--- src/rtl/mchan_tid_pkg.sv ---
// Shared types and default sizing for the MCHAN transfer-ID allocator.
package mchan_tid_pkg;

  localparam int unsigned NB_TRANSFERS_DEF = 16;
  localparam int unsigned NB_CORES_DEF     = 8;

  typedef enum logic [1:0] {
    FREE   = 2'b00,
    ALLOC  = 2'b01,
    ACTIVE = 2'b10,
    DONE   = 2'b11
  } tid_state_e;

endpackage

--- src/rtl/tid_prio_enc.sv ---
// Lowest-index-set-bit encoder; valid_o is low when no request bit is set.
module tid_prio_enc #(
  parameter int unsigned N = 16,
  parameter int unsigned W = $clog2(N)
) (
  input  logic [N-1:0] req_i,
  output logic [W-1:0] idx_o,
  output logic         valid_o
);

  // Descending scan so the lowest set bit is the last one written.
  always_comb begin
    idx_o   = '0;
    valid_o = 1'b0;
    for (int i = N - 1; i >= 0; i--) begin
      if (req_i[i]) begin
        idx_o   = W'(i);
        valid_o = 1'b1;
      end
    end
  end

endmodule

--- src/rtl/mchan_tid_allocator.sv ---
// Transfer-ID allocator: grants free IDs, tracks them through the synch units,
// pulses completion events to the owning core and recycles released IDs.
module mchan_tid_allocator
  import mchan_tid_pkg::*;
#(
  parameter int unsigned NB_TRANSFERS    = NB_TRANSFERS_DEF,
  parameter int unsigned NB_CORES        = NB_CORES_DEF,
  parameter int unsigned TRANS_SID_WIDTH = $clog2(NB_TRANSFERS),
  parameter int unsigned CORE_ID_WIDTH   = $clog2(NB_CORES)
) (
  input  logic                       clk_i,
  input  logic                       rst_i,
  input  logic                       alloc_req_i,
  input  logic [CORE_ID_WIDTH-1:0]   alloc_core_i,
  output logic                       alloc_gnt_o,
  output logic [TRANS_SID_WIDTH-1:0] alloc_sid_o,
  output logic                       full_o,
  input  logic                       free_req_i,
  input  logic [TRANS_SID_WIDTH-1:0] free_sid_i,
  input  logic [NB_TRANSFERS-1:0]    trans_registered_i,
  input  logic [NB_TRANSFERS-1:0]    trans_status_i,
  input  logic [NB_TRANSFERS-1:0]    term_sig_i,
  output logic [NB_TRANSFERS-1:0]    status_o,
  output logic [NB_CORES-1:0]        event_o,
  output logic                       error_o
);

  logic [NB_TRANSFERS-1:0]    w_free;
  logic [NB_TRANSFERS-1:0]    w_busy;
  logic [NB_TRANSFERS-1:0]    w_done_set;
  logic [NB_TRANSFERS-1:0]    w_bad_rel;
  logic [CORE_ID_WIDTH-1:0]   w_owner [NB_TRANSFERS];
  logic [TRANS_SID_WIDTH-1:0] w_sid;
  logic                       w_valid;
  logic [NB_CORES-1:0]        w_event;
  logic [NB_CORES-1:0]        r_event;
  logic                       r_error;

  tid_prio_enc #(
    .N (NB_TRANSFERS),
    .W (TRANS_SID_WIDTH)
  ) u_prio_enc (
    .req_i   (w_free),
    .idx_o   (w_sid),
    .valid_o (w_valid)
  );

  // A released ID is still DONE in its release cycle, so it cannot be granted then.
  assign full_o      = ~w_valid;
  assign alloc_gnt_o = alloc_req_i & w_valid;
  assign alloc_sid_o = w_sid;

  for (genvar g = 0; g < NB_TRANSFERS; g++) begin : g_tid
    tid_state_e               r_state;
    tid_state_e               w_state_nxt;
    logic [CORE_ID_WIDTH-1:0] r_owner;
    logic                     w_grant;
    logic                     w_release;

    assign w_grant   = alloc_gnt_o && (w_sid == TRANS_SID_WIDTH'(g));
    assign w_release = free_req_i && (free_sid_i == TRANS_SID_WIDTH'(g));

    // Termination wins over registration so zero-length transfers complete.
    always_comb begin
      w_state_nxt = r_state;
      case (r_state)
        FREE:    if (w_grant) w_state_nxt = ALLOC;
        ALLOC: begin
          if (term_sig_i[g])              w_state_nxt = DONE;
          else if (trans_registered_i[g]) w_state_nxt = ACTIVE;
        end
        ACTIVE:  if (term_sig_i[g]) w_state_nxt = DONE;
        DONE:    if (w_release) w_state_nxt = FREE;
        default: w_state_nxt = FREE;
      endcase
    end

    always_ff @(posedge clk_i or posedge rst_i) begin
      if (rst_i) begin
        r_state <= FREE;
        r_owner <= '0;
      end else begin
        r_state <= w_state_nxt;
        if (w_grant) r_owner <= alloc_core_i;
      end
    end

    assign w_free[g]     = (r_state == FREE);
    assign w_busy[g]     = (r_state == ALLOC) || (r_state == ACTIVE);
    assign w_done_set[g] = (r_state != DONE) && (w_state_nxt == DONE);
    assign w_bad_rel[g]  = w_release && (r_state != DONE);
    assign w_owner[g]    = r_owner;
  end

  always_comb begin
    w_event = '0;
    for (int i = 0; i < NB_TRANSFERS; i++) begin
      if (w_done_set[i]) w_event[w_owner[i]] = 1'b1;
    end
  end

  always_ff @(posedge clk_i or posedge rst_i) begin
    if (rst_i) begin
      r_event <= '0;
      r_error <= 1'b0;
    end else begin
      r_event <= w_event;
      r_error <= |w_bad_rel;
    end
  end

  assign status_o = w_busy | trans_status_i;
  assign event_o  = r_event;
  assign error_o  = r_error;

endmodule

--- config.mk ---
export PLATFORM = sky130hd
export DESIGN_NAME = mchan_tid_allocator
export DESIGN_NICKNAME = d
export VERILOG_FILES = /design/src/rtl/mchan_tid_pkg.sv /design/src/rtl/tid_prio_enc.sv /design/src/rtl/mchan_tid_allocator.sv
export SDC_FILE = /design/constraint.sdc
export NUM_CORES = 1
export LEC_CHECK = 0
export CORE_ASPECT_RATIO = 1.4
export CORE_MARGIN = 2
export CORE_UTILIZATION = 61
export CTS_CLUSTER_DIAMETER = 30
export DETAILED_ROUTE_END_ITERATION = 8
export GPL_TIMING_DRIVEN = 1
export PLACE_DENSITY = 0.88
export SYNTH_ARGS = -nofsm -noshare
export SYNTH_HDL_FRONTEND = slang
export SYNTH_HIERARCHICAL = 1
export SYNTH_SLANG_ARGS = --single-unit
export TNS_END_PERCENT = 10
--- constraint.sdc ---
create_clock -name clk_i -period 7.9 [get_ports clk_i]
set_input_delay 1.975 -clock clk_i [delete_from_list [all_inputs] [get_ports clk_i]]
set_output_delay 1.975 -clock clk_i [all_outputs]
set_load 0.02 [all_outputs]
==> impl_metrics.yaml <==
status:
  status: "complete, no violations"
floorplanning:
  start_util_pct: 62.29
  dieHeight_um: 133.7
  io_pins: 90
  core_area_mm2: 0.01176
  rows: 47
  dieArea_mm2: 0.01291
  die_w_um: 96.62
timing:
  clock.fmax_mhz: 186.8
  worst_slack_ns: 2.547
  fin_crit_sh_pct: 67.76
  finalMaxSlewViolations: 0
  fin_crit_ns: 5.353
  finalHoldViolCount: 0
  setup_viol: 0
  slew_headroom_pct: 30.32
  worst_pin_slew_ns: 1.031
  clock_skew_ns: 0.006904
  finalSetupTns_ns: 0
  grt_setup_unrepaired: "false"
routing:
  first_pass_iters: 9
  via_count: 7283
  drt-initial-drc-count: 665
  viasPerCell: 6.769
  routedWlPerCell_um: 20.81
  drtAntennaViolNets: 0
  remaining_drc_errors: 0
  finalWirelength_um: 22390
synthesis:
  synth.most_common_cell: "dfrtp_1"
  yosysSeqAreaShare_pct: 30.40
  ys_types: 74
  synth-seq-cells: 89
  syn_inst: 835
  synth-warning-count: 6
  netlist.top_cell.by_area: "dfrtp_1"
  syn_area_mm2: 0.007326
  syn_area_per_cell_um2: 8.773
  syn-num-nets: 958
  async_flop_share_pct: 100.0
  synth_common_cells: "dfrtp_1, ha_1, nor2_1"
  synthTopCellsByArea: "dfrtp_1, ha_1, mux2_2"
  synth_edf_count: 0
  synth_ff_type: "dfrtp_1"
  synth_top_area_share_pct: 30.40
clock_tree:
  cts_tree: "yes"
  cts_setup_buffers: 0
  root_buffer: "clkbuf_16"
  cts_inserted_buffers: 9
  clk_latency_ns: 0.35
  htree_levels: 3
  cts.sinks: 89
  cts_buffer_depth: 2
  clk_pin_slew_ns: 0.06
  ctsHoldBuffers: 0
  cts-resized-gates: 0
setup_path:
  cp_common_cell: "clkdlybuf4s50_1"
  cp_cell_sequence: "clkdlybuf4s50_1 -> and2_1 -> clkdlybuf4s50_1"
  cp.required_ns: 5.93
  worstSetupEndpointType: "output pin"
  path_class: "in2out"
  cpLargestDelayFamily: "buffers and inverters"
  worstPathArrival_ns: 3.38
  max_stage_delay_ns: 0.63
  slowest_stage: "clkdlybuf4s50_1"
  worstPathMaxFanout: 8
  start_kind: "primary input"
  cp_num_buf_inv: 2
placement:
  io_buffer_count: 89
  gp_congestion: 1.012
  dp_hpwl_um: 16940
  post-place-ws_ns: 2.545
pwr:
  ir_drop_uv: 249.0
  leakagePower_nw: 3.583
  p_per_area_mw_per_mm2: 366.8
global_routing:
  grt_first_pass_wirelength_um: 35900
  antenna_found_initial: 0
  grt_max_degree: 47
  gr-total-overflow: 0
  grt_pass1_vias: 7090
  track_usage_pct: 34.53
cells_and_area:
  layout.nets: 1047
  area_delta_synth_final_pct: 18.39
  layout-drive-gt1-share_pct: 12.16
  final_util_pct: 73.74
  num_antenna_cells: 0
run:
  maxCapViolations: 0
worst_hold_path:
  hold_path.class: "reg2reg"
[cells by family (layout without fill, tap and decap cells)]
kind of cell | after synthesis | count (layout) | synth area share (%)
buf+inv | 68 | 162 | 3.689
fa+ha+maj | 64 | 64 | 10.93
compound gates | 229 | 229 | 21.66
simple gates | 337 | 337 | 25.82
mux | 48 | 48 | 7.498
flops | 89 | 89 | 30.40
[cell usage in the layout, fill, tap and decap left out, types with 33 or more instances in the layout]
cell type         n
ha_1             64
inv_1            53
o21ai_0          43
mux2_2           45
a21oi_1          33
clkdlybuf4s50_1  89
dfrtp_1          89
nand2b_1         38
nand2_1          52
nor2_1           60
[state kept, by name, indices dropped and copies added, names as in the netlist]
name,count
g_tid.r_owner,48
g_tid.r_state,32
event_o,8
error_o,1
[path summary, 6_finish.rpt]
check	slack, ns	from	cells past startpoint	to
setup / recovery	2.55	alloc_req_i	3	alloc_gnt_o
min in group asynchronous	2.06	rst_i	2	g_tid[14].r_state[1]$_DFF_PP0_
hold / removal	0.53	g_tid[4].r_owner[2]$_DFFE_PP0P_	2	g_tid[4].r_owner[2]$_DFFE_PP0P_
setup reg to reg	3.44	g_tid[7].r_state[1]$_DFF_PP0_	11	event_o[5]$_DFF_PP0_
hold reg to reg	0.53	g_tid[4].r_owner[2]$_DFFE_PP0P_	2	g_tid[4].r_owner[2]$_DFFE_PP0P_
max in group asynchronous	4.77	rst_i	3	g_tid[5].r_owner[0]$_DFFE_PP0P_
[report_power, final]
part / internal, mW / total [mW] / switching [mW]
logic: 0.762 / 1.89 / 1.13
registers: 0.624 / 0.830 / 0.206
clock network: 0.271 / 0.461 / 0.190
total: 1.66 / 3.18 / 1.53
[worst min-delay path: cells and delay by family, from the launching register on]
family | cells | cell delay, ns
flops | 1 | 0.38
simple gates | 2 | 0.12
[area by class of cell]
type                            instances  area, µm²
Timing Repair Buffer                   92      913.4
Inverter                               54      203.9
Clock buffer                           12      266.5
Sequential cell                        89       2227
Multi-Input combinational cell        678       4828
Clock inverter                          4      50.05
Tap cell                              147      183.9
Fill cell                             917       3088
[stage by stage]
| stage | power [mW] | cells | area [µm²] | hold slack, ns |
|---|---|---|---|---|
| floorplan | 2.062 | 835 | 7326 | 0.4781 |
| global placement | 2.603 | 1060 | 8357 | 0.5001 |
| detailed placement | 2.657 | 1060 | 8357 | 0.5126 |
| CTS | 3.126 | 1076 | 8673 | 0.5337 |
| global route | 3.367 | 1076 | 8673 | 0.5616 |
| finish | 3.182 | 1076 | 8673 | 0.5322 |
[metal layers]
| metal | global-route usage (%) | up-vias | wire length (µm) |
|---|---|---|---|
| met5 | 0 | - | 0 |
| met4 | 21.99 | 0 | 1546 |
| met3 | 6.243 | 112 | 1821 |
| met2 | 57.37 | 411 | 10660 |
| met1 | 41.21 | 3445 | 8360 |
| li1 | - | 3315 | - |
Power figures use the tool's default switching activity.
